## config.mk

```make
export PLATFORM = sky130hd
export DESIGN_NAME = pwm_duty_sequencer
export DESIGN_NICKNAME = d
export VERILOG_FILES = /design/src/rtl/pwm_pkg.sv /design/src/rtl/pwm_period_counter.sv /design/src/rtl/pwm_duty_sequencer.sv
export SDC_FILE = /design/constraint.sdc
export NUM_CORES = 1
export LEC_CHECK = 0
export CORE_MARGIN = 2
export CORE_UTILIZATION = 28
export CTS_CLUSTER_SIZE = 12
export DETAILED_ROUTE_END_ITERATION = 6
export SLEW_MARGIN = 25
export SYNTH_ARGS = -nofsm -noshare
export SYNTH_HDL_FRONTEND = slang
export SYNTH_HIERARCHICAL = 1
export SYNTH_SLANG_ARGS = --single-unit
export TNS_END_PERCENT = 30
```

## constraint.sdc

```tcl
create_clock -name cLK -period 5.19 [get_ports cLK]
set_input_delay 1.557 -clock cLK [delete_from_list [all_inputs] [get_ports cLK]]
set_output_delay 1.557 -clock cLK [all_outputs]
set_load 0.02 [all_outputs]
```

## src/rtl/pwm_pkg.sv

```systemverilog
// Shared types and helpers for the PWM duty sequencer and its period counter.
// Pure declarations: no logic, no latency, no flow control of its own.
package pwm_pkg;

  localparam int          CNT_W_DEF = 4;
  localparam int unsigned STEP_DEF  = 2;

  typedef enum logic [1:0] {OFF, RUN, SLEW} state_t;

  // Move cur toward tgt by at most step; computed wide so it can neither wrap nor overshoot.
  function automatic int unsigned step_toward(input int unsigned cur,
                                              input int unsigned tgt,
                                              input int unsigned step);
    if (tgt > cur) return (tgt - cur <= step) ? tgt : cur + step;
    return (cur - tgt <= step) ? tgt : cur - step;
  endfunction

endpackage

```

## src/rtl/pwm_period_counter.sv

```systemverilog
// Wrapping W-bit period counter with synchronous clear (priority) and increment enable.
// cnt is registered; wrap is combinational on cnt==2^W-1; no backpressure.
module pwm_period_counter #(
  parameter int W = 4
) (
  input  logic         cLK,
  input  logic         clr,
  input  logic         inc,
  output logic [W-1:0] cnt,
  output logic         wrap
);

  always_ff @(posedge cLK) begin
    if (clr)      cnt <= '0;
    else if (inc) cnt <= cnt + W'(1);
  end

  assign wrap = &cnt;

endmodule

```

## src/rtl/pwm_duty_sequencer.sv

```systemverilog
// Commits ADC duty requests at period boundaries and slews the applied duty by <= STEP per period.
// duty/PWM/busy registered; one-entry pending buffer, adc_ready low while it holds a value.
module pwm_duty_sequencer
  import pwm_pkg::*;
#(
  parameter int          CNT_W = CNT_W_DEF,
  parameter int unsigned STEP  = STEP_DEF
) (
  input  logic             cLK,
  input  logic             Reset,
  input  logic             En,
  input  logic             adc_valid,
  input  logic [CNT_W-1:0] ADC,
  output logic             adc_ready,
  output logic [CNT_W-1:0] duty,
  output logic             period_start,
  output logic             busy,
  output logic             PWM
);

  state_t             state_q, state_d;
  logic [CNT_W-1:0]   cnt;
  logic               wrap;
  logic [CNT_W-1:0]   duty_q, duty_d;
  logic [CNT_W-1:0]   target_q, target_d;
  logic [CNT_W-1:0]   pend_val_q, pend_val_d;
  logic               pend_full_q, pend_full_d;
  logic               busy_q, busy_d;
  logic               pwm_q, pwm_d;
  logic               running;
  logic               xfer;
  logic               boundary;
  logic [CNT_W-1:0]   commit_t;

  assign running  = (state_q != OFF);
  assign xfer     = adc_valid && adc_ready;
  assign boundary = running && En && wrap;
  assign commit_t = pend_full_q ? pend_val_q : target_q;

  // Counter stays at 0 on the OFF->running transition so the first running cycle is cnt==0.
  pwm_period_counter #(.W(CNT_W)) u_cnt (
    .cLK  (cLK),
    .clr  (Reset || !En),
    .inc  (running),
    .cnt  (cnt),
    .wrap (wrap)
  );

  always_comb begin
    state_d     = state_q;
    duty_d      = duty_q;
    target_d    = target_q;
    pend_val_d  = pend_val_q;
    pend_full_d = pend_full_q;
    if (!En) begin
      state_d     = OFF;
      duty_d      = '0;
      pend_full_d = 1'b0;
    end else begin
      if (boundary) begin
        target_d    = commit_t;
        duty_d      = CNT_W'(step_toward(32'(duty_q), 32'(commit_t), STEP));
        pend_full_d = 1'b0;
      end
      // A transfer on the boundary cycle lands in pending for the next boundary.
      if (xfer) begin
        pend_full_d = 1'b1;
        pend_val_d  = ADC;
      end
      state_d = (duty_d == target_d) ? RUN : SLEW;
    end
    busy_d = (duty_d != target_d);
    pwm_d  = En && running && (cnt < duty_q);
  end

  always_ff @(posedge cLK) begin
    if (Reset) begin
      state_q     <= OFF;
      duty_q      <= '0;
      target_q    <= '0;
      pend_val_q  <= '0;
      pend_full_q <= 1'b0;
      busy_q      <= 1'b0;
      pwm_q       <= 1'b0;
    end else begin
      state_q     <= state_d;
      duty_q      <= duty_d;
      target_q    <= target_d;
      pend_val_q  <= pend_val_d;
      pend_full_q <= pend_full_d;
      busy_q      <= busy_d;
      pwm_q       <= pwm_d;
    end
  end

  assign adc_ready    = running && !pend_full_q;
  assign period_start = running && (cnt == '0);
  assign duty         = duty_q;
  assign busy         = busy_q;
  assign PWM          = pwm_q;

endmodule

```

Yosys cells after proc, flatten, opt, wreduce, memory -nomap -nowiden
Cells that the tools add are included.
{"block": "totals", "reg_bits": 21, "wordCells": 52, "input_bits": 8, "out_inout_bits": 8}
{"block": "classes", "eq_ne": 2, "bitwise": 1, "order_cmp": 4, "addsub": 5, "muxes": 17, "n_reduce_logical": 15}
{"op": "$le 32x2->1 const B", "n": 2}
{"op": "$mux 4", "n": 11}
{"op": "$sub 4x4->5", "n": 2}
{"op": "$logic_and 1x1->1", "n": 6}
{"op": "$mux 1", "n": 5}
{"op": "$add 4x1->4 const B", "n": 1}
{"op": "$add 4x2->4 const B", "n": 1}
{"op": "$eq 4x4->1", "n": 1}
{"op": "$gt 4x4->1", "n": 1}
{"op": "$logic_not 4->1", "n": 1}
{"op": "$lt 4x4->1", "n": 1}
{"op": "$ne 4x4->1", "n": 1}
{"op": "$reduce_and 4->1", "n": 1}
{"op": "$reduce_bool 2->1", "n": 2}
{"op": "$sub 4x2->4 const B", "n": 1}
{"op": "$logic_not 1->1", "n": 2}
{"op": "$mux 2", "n": 1}
{"op": "$reduce_and 2->1", "n": 1}
{"op": "$reduce_or 2->1", "n": 1}
{"op": "$logic_or 1x1->1", "n": 1}
{"op": "$not 1->1", "n": 1}

Logic depth before layout (Yosys ltp)
Gate-level depths: netlist of the first run.
{"block": "logic_depth", "depth_word": 10, "mapped_depth": 12, "ltp_nobuf": 11}

Modules after synthesis
The synthesis of the first run kept the hierarchy.
{"mod": "pwm_duty_sequencer", "seq_area_each_um2": 340.3, "cells_per_inst": 158, "n_inst": 1, "area_each_um2": 1385.1}
{"mod": "pwm_period_counter", "seq_area_each_um2": 80.1, "cells_per_inst": 17, "n_inst": 1, "area_each_um2": 185.2}

Least setup slack after synthesis of the first run
OpenSTA, ideal clock, no wires.
{"block": "synth_path", "kind": "flip-flop to flip-flop", "from": "register pend_full_q", "to": "register busy_q, in the netlist busy", "t_required_ns": 5.075, "t_arrival_ns": 2.887, "slack_ns": 2.188, "period_less_slack_ns": 3.002, "stages_incl_launch_ff": 12, "path_cell_list": "dfxtp_1 -> buf_2 -> mux2i_1 -> inv_1 -> ha_1 -> and3b_1 -> or3_4 -> a211oi_4 -> nor4_1 -> nor3_2 -> o2111ai_2 -> o21a_1"}
{"block": "synth_via", "elab_chain_cells": 10, "elab_cells_between_ends": 20, "classes_between": "add/sub: 2; order compare: 3; eq/ne: 1; mux: 14"}
{"item": "start: declaration", "line_no": "pwm_duty_sequencer.sv:27", "source": "logic pend_full_q, pend_full_d;"}
{"item": "start signal: assignment", "line_no": "pwm_duty_sequencer.sv:90", "source": "pend_full_q <= pend_full_d;"}
{"item": "$mux 4 *", "line_no": "pwm_duty_sequencer.sv:38", "source": "assign commit_t = pend_full_q ? pend_val_q : target_q;"}
{"item": "$sub 4x4->5 / $gt 4x4->1 (equally long branches)", "line_no": "pwm_pkg.sv:14", "source": "if (tgt > cur) return (tgt - cur <= step) ? tgt : cur + step;"}
{"item": "$le 32x2->1 / $mux 1 (equally long branches)", "line_no": "pwm_pkg.sv:14"}
{"item": "$mux 4 / $mux 1 (equally long branches)", "line_no": "pwm_pkg.sv:14, pwm_duty_sequencer.sv:60"}
{"item": "$mux 4 / $mux 1 (equally long branches)", "line_no": "pwm_pkg.sv:14, pwm_duty_sequencer.sv:55"}
{"item": "$mux 4", "line_no": "pwm_pkg.sv:15", "source": "return (cur - tgt <= step) ? tgt : cur - step;"}
{"item": "$mux 4", "line_no": "pwm_duty_sequencer.sv:60", "source": "if (boundary) begin"}
{"item": "$mux 4 (2 in a row)", "line_no": "pwm_duty_sequencer.sv:55", "source": "if (!En) begin"}
{"item": "$ne 4x4->1 *", "line_no": "pwm_duty_sequencer.sv:72", "source": "busy_d = (duty_d != target_d);"}
{"item": "end signal: assignment", "line_no": "pwm_duty_sequencer.sv:91", "source": "busy_q <= busy_d;"}
{"item": "end: declaration", "line_no": "pwm_duty_sequencer.sv:28", "source": "logic busy_q, busy_d;"}
Mark *: on every way between the ends. The rest lies on a longest branch, timed or not. The select of a mux whose other input is x is not followed.
A chain may end at the register's enable or synchronous reset.

Final worst setup path of the first run
Ends and elaborated chain as after synthesis.

==> results of run 1 <==
[routing by layer]
metal | vias to the layer above | wire, um | GRT usage, %
met2 | 14 | 1573 | 18.46
li1 | 658 | - | -
met4 | 0 | 16 | 1.552
met5 | - | 0 | 0
met3 | 2 | 71 | 2.727
met1 | 618 | 1638 | 14.48
[state kept, by name, indices dropped and copies added (netlist names)]
signal	count
pend_val_q	4
duty	4
busy	1
u_cnt/cnt	4
state_q	2
PWM	1
target_q	4
pend_full_q	1
[synth_stat cells, types with 2 or more instances]
master,n
nor2_1,23
dfxtp_1,21
ha_1,15
inv_1,11
a21oi_1,10
mux2i_1,10
a211oi_1,8
nand2_1,7
o21ai_0,6
xor2_1,6
nand2b_1,5
xnor2_1,5
o211ai_1,3
a311oi_1,2
and3_1,2
buf_6,2
clkbuf_1,2
fa_1,2
nand3_1,2
nand3b_1,2
nor2b_1,2
nor4_1,2
o21a_1,2
[layout make-up]
cell class | count | area share, %
multi-input combinational | 138 | 58.97
sequential | 21 | 23.09
clock buffer | 4 | 2.474
timing repair buffer | 15 | 8.247
inverter | 11 | 2.268
tap | 72 | 4.948
[placed cells by master (no fill, tap or decap), types with 2 or more instances in the layout]
cell type and instances:
nor2_1 23, dfxtp_1 21, ha_1 15, clkdlybuf4s50_1 15, inv_1 11, mux2i_1 10, a21oi_1 10, a211oi_1 8
nand2_1 7, o21ai_0 6, xor2_1 6, nand2b_1 5, xnor2_1 5, o211ai_1 3, clkbuf_8 3, and3_1 2
nand3b_1 2, a311oi_1 2, nor4_1 2, o21a_1 2, nand3_1 2, nor2b_1 2, fa_1 2
[through the flow]
stage          hold WS (ps)  std cells
2_1_floorplan         460.1        175
3_3_place_gp          485.8        257
3_5_place_dp          489.0        257
4_1_cts               506.2        261
5_1_grt               528.5        261
6_report              501.6        261
[worst max-delay path: cells and delay by family, from the launching register on]
family	cells	cell delay (ps)
AO/OA/AOI/OAI	7	1760
flip-flops	1	530
multiplexers	1	480
adder cells (fa/ha/maj)	1	440
buffers and inverters	1	170
[where the power goes]
part           internal (mW)  total [mW]  switching [mW]
clock                 0.0547       0.107          0.0518
combinational         0.0110      0.0222          0.0112
sequential             0.163       0.165         0.00158
[logic make-up (layout without fill, tap and decap cells)]
| group | after synthesis | in the layout | synth area share (%) |
|---|---|---|---|
| mux | 11 | 11 | 7.331 |
| fa+ha+maj | 17 | 17 | 14.50 |
| xor+xnor | 11 | 11 | 6.135 |
| compound gates | 43 | 43 | 20.80 |
| simple gates | 56 | 56 | 19.60 |
| buf+inv | 16 | 30 | 4.860 |
| flops | 21 | 21 | 26.77 |
[how the worst min path moves through the flow]
stage          slack [ps]                    endpoint                  startpoint
6_report              500  pend_val_q[3]$_SDFFE_PP0P_  pend_val_q[3]$_SDFFE_PP0P_
5_1_grt               530  pend_val_q[2]$_SDFFE_PP0P_  pend_val_q[2]$_SDFFE_PP0P_
4_1_cts               510  pend_val_q[3]$_SDFFE_PP0P_  pend_val_q[3]$_SDFFE_PP0P_
3_5_place_dp          490  pend_val_q[3]$_SDFFE_PP0P_  pend_val_q[3]$_SDFFE_PP0P_
3_3_place_gp          490  pend_val_q[3]$_SDFFE_PP0P_  pend_val_q[3]$_SDFFE_PP0P_
2_1_floorplan         460  pend_val_q[0]$_SDFFE_PP0P_  pend_val_q[0]$_SDFFE_PP0P_
==> impl_metrics.ini, run 1 <==
[setup_path]
cp-end-kind = flip-flop
cp_slowest_cell = o21ai_0
required_ps = 5350
worst_r2r_endpoint = busy$_SDFF_PP0_
crit_path_start = pend_full_q$_SDFFE_PP0P_
crit_type = flip-flop to flip-flop
crit_path_max_incr_delay_ps = 550
r2r_slack_ps = 1720
path_cells = mux2i_1 > inv_1 > ha_1 > a21oi_1 > a21oi_1 > o21ai_0 > a22o_1 > a311o_1 > o2111ai_2 > o21a_1
critical_path.max_fanout = 9
start_kind = flip-flop
arrival_ps = 3630
reg2reg_from = pend_full_q$_SDFFE_PP0P_
r2r_cells = 10
path_common_cell = a21oi_1
critical_path.endpoint = busy$_SDFF_PP0_

[flow_run]
drv_cap = 0

[power]
p_per_area_mw_per_mm2 = 161.1
power_leakage_nw = 0.7248
vdd_drop_max_uv = 119.0
finalPower_uw = 293.2

[cells_and_area]
register_area_um2 = 420.4
syn_to_final_growth_pct = 15.94
multi_input_area_mm2 = 0.001074
nets = 215
finish.utilization_pct = 33.26
final_area_mm2 = 0.001821
num_antenna_cells = 0
drive_gt1_share_pct = 7.407
fillers = 598

[logic_synthesis]
synth_area_leaders = dfxtp_1 (27%), ha_1 (12%), mux2i_1 (6.4%)
syn-num-nets = 200
syn_area_mm2 = 0.001570
synth_top_cell_by_area = dfxtp_1
async_flop_share_pct = 0
seq_area_frac_synth_pct = 26.77
ys_types = 48
yosysWarnings = 6
synth_top_cell_area_share_pct = 26.77
synth-seq-cells = 21
synth_edf_count = 0
syn_area_per_cell_um2 = 8.973
syn_inst = 175
synthFlopType = dfxtp_1

[timing]
setup_viol_count_final = 0
post-route-period-util_pct = 66.93
grt_setup_unrepaired = no
drv_slew = 0
setup_tns_ps = 0
maxSlewHeadroom_pct = 44.39
finalHoldViolCount = 0
fin_skew_ps = 1.452
timing.final.ws_setup_ps = 1716
tightest_slew_ps = 827.8
min_period_ps = 3474
clock.fmax_mhz = 287.9

[grt]
grt_usage_pct = 10.94
grt-ovfl-total = 0
grt_pass1_vias = 1166
antenna_found_initial = 0
grt_pass1_wl_um = 5506
grt_max_degree = 14

[worst_hold_path]
min_path_cells = 2
holdCritPathClass = flip-flop to flip-flop

[detailed_routing]
drcViolationCount = 0
routed_via_density = 4.950
wl_per_cell_um = 12.64
firstDrtPassIters = 6
drt-total-wl_um = 3299
drtIter0Drc = 67
routed-via-count = 1292
ant_nets = 0

[clock_tree]
clk_pin_slew_ps = 70
numCtsBuffers = 3
cts_buffer_depth = 2
hold_buffers = 0
cts_tree = done
worstSkewPairLatency_ps = 260
cts_resized = 0
root_buffer = clkbuf_8
clock-sinks = 21
htree_levels = 1
postCtsSetupBuffers = 0

[outcome]
outcome = finished, final reports clean

[placed_design]
place_area_mm2 = 0.001775
portBuffers = 15
place_hpwl_um = 2607
place.gp.congestion = 0.7836
pre_cts_slack_ps = 1723

[floorplanning]
die_w_um = 78.89
core_region_area_mm2 = 0.005473
ios = 16
die_area_mm2 = 0.006223
die_y_um = 78.89
start_util_pct = 28.69
rows = 27
Note: power is estimated with default switching activity, not from simulation.
==> run 2, diff against run 1 <==
==> constraint.sdc (replaced) <==
create_clock -name cLK -period 3.3 [get_ports cLK]
set_input_delay 0.99 -clock cLK [delete_from_list [all_inputs] [get_ports cLK]]
set_output_delay 0.99 -clock cLK [all_outputs]
set_load 0.02 [all_outputs]
==> impl_metrics.ini, run 2 (synthesis results as in run 1) <==
[outcome]
outcome = finished, final reports clean

[clock_tree]
cts_tree = done
clk_pin_slew_ps = 80
htree_levels = 1
cts_buffer_depth = 2
root_buffer = clkbuf_8
worstSkewPairLatency_ps = 260
numCtsBuffers = 3
clock-sinks = 21

[setup_path]
critical_path.max_fanout = 9
required_ps = 3460
arrival_ps = 3210
cp-end-kind = flip-flop
start_kind = flip-flop
crit_type = flip-flop to flip-flop

[floorplanning]
die_y_um = 78.89
rows = 27
die_w_um = 78.89
start_util_pct = 28.69
core_region_area_mm2 = 0.005473
die_area_mm2 = 0.006223
ios = 16

[cells_and_area]
num_antenna_cells = 0
drive_gt1_share_pct = 13.93
final_common_cell = nor2_1
finish.utilization_pct = 34.96
syn_to_final_growth_pct = 21.83
fillers = 593
stdcell_count = 273
layout_common_cells = nor2_1 (23), dfxtp_1 (20), ha_1 (15), clkdlybuf4s50_1 (15), buf_4 (12)
nets = 227

[timing]
tightest_slew_ps = 405.2
hold_slack_ps = 513.5
setup_viol_count_final = 0
fin_skew_ps = 3.866
drv_slew = 0
clock.fmax_mhz = 327.8
grt_setup_unrepaired = no
min_period_ps = 3050
post-route-period-util_pct = 92.44
finalHoldViolCount = 0
maxSlewHeadroom_pct = 72.99
setup_tns_ps = 0

[placed_design]
place.gp.congestion = 0.7887
post-place-cells = 269
portBuffers = 15
place_hpwl_um = 2855

[grt]
grt_pass1_vias = 1280
grt_usage_pct = 12.54
antenna_found_initial = 0
grt-ovfl-total = 0
grt_max_degree = 13
grt_pass1_wl_um = 6334

[detailed_routing]
routed_via_density = 4.916
drcViolationCount = 0
drt-total-wl_um = 3614
firstDrtPassIters = 4
routed-via-count = 1342
drtIter0Drc = 88
wl_per_cell_um = 13.24
ant_nets = 0

[power]
p_per_area_mw_per_mm2 = 245.1
power_leakage_nw = 0.7840
vdd_drop_max_uv = 178.3

[flow_run]
drv_cap = 0

[worst_hold_path]
holdCritPathClass = flip-flop to flip-flop
[run 2: per-stage QoR]
stage / instance area, um2 / setup slack (ps) / total power [mW]
floorplan: 1570 / 298.4 / 0.2845
global placement: 1866 / 230.5 / 0.3029
detailed placement: 1866 / 190.3 / 0.3030
CTS: 1912 / 154.8 / 0.4756
global route: 1913 / 95.54 / 0.4872
finish: 1913 / 249.6 / 0.4689
[run 2: repair_timing]
item,4_1_cts,5_1_grt
resized for setup,0,1
hold buffers,0,0
buffers inserted,0,0
setup endpoints to repair,0,2
hold endpoints to repair,0,0
[run 2: power breakdown]
part	switching (mW)	total [mW]	internal, mW
sequential	0.00267	0.259	0.256
combinational	0.0186	0.0381	0.0195
clock	0.0876	0.172	0.0842
total	0.109	0.469	0.360
[run 2: final cells by class]
class                      count  area [um2]  area share [%]
sequential                    21       421.7           22.04
inverter                      11       41.29           2.158
clock buffer                   3       41.29           2.158
multi-input combinational    138        1074           56.12
timing repair buffer          27       240.2           12.56
clock inverter                 1       5.005          0.2616
tap                           72       90.09           4.709
[run 2: worst max-delay path, cell delays in order, from the launching register on]
cell and delay [ps]:
dfxtp_2 440, mux2i_1 300, inv_1 130, ha_1 430, and3b_1 250, or3_4 380
a211oi_4 350, nor4_1 100, nor3_2 230, o2111ai_2 150, o21a_1 190
[run 2: worst paths after layout]
path	from	endpoint	slack, ps	cells past startpoint
setup / recovery	pend_full_q$_SDFFE_PP0P_	busy$_SDFF_PP0_	250	10
setup reg to reg	pend_full_q$_SDFFE_PP0P_	busy$_SDFF_PP0_	250	10
hold reg to reg	pend_val_q[2]$_SDFFE_PP0P_	pend_val_q[2]$_SDFFE_PP0P_	510	2
hold / removal	pend_val_q[2]$_SDFFE_PP0P_	pend_val_q[2]$_SDFFE_PP0P_	510	2
[run 2: per-layer routing]
metal	vias up	wire length [um]	global-route usage (%)
met4	0	16	1.897
met3	2	101	2.500
met5	-	0	0
li1	681	-	-
met2	18	1735	20.60
met1	641	1761	17.41
==> run 3, diff against run 2 <==
--- a/config.mk
+++ b/config.mk
@@ -9,7 +9,6 @@
 export CORE_UTILIZATION = 28
 export CTS_CLUSTER_SIZE = 12
 export DETAILED_ROUTE_END_ITERATION = 6
-export SLEW_MARGIN = 25
 export SYNTH_ARGS = -nofsm -noshare
 export SYNTH_HDL_FRONTEND = slang
 export SYNTH_HIERARCHICAL = 1
==> results of run 3 <==
The final DEF is identical to that of run 2; final timing and power are the same.
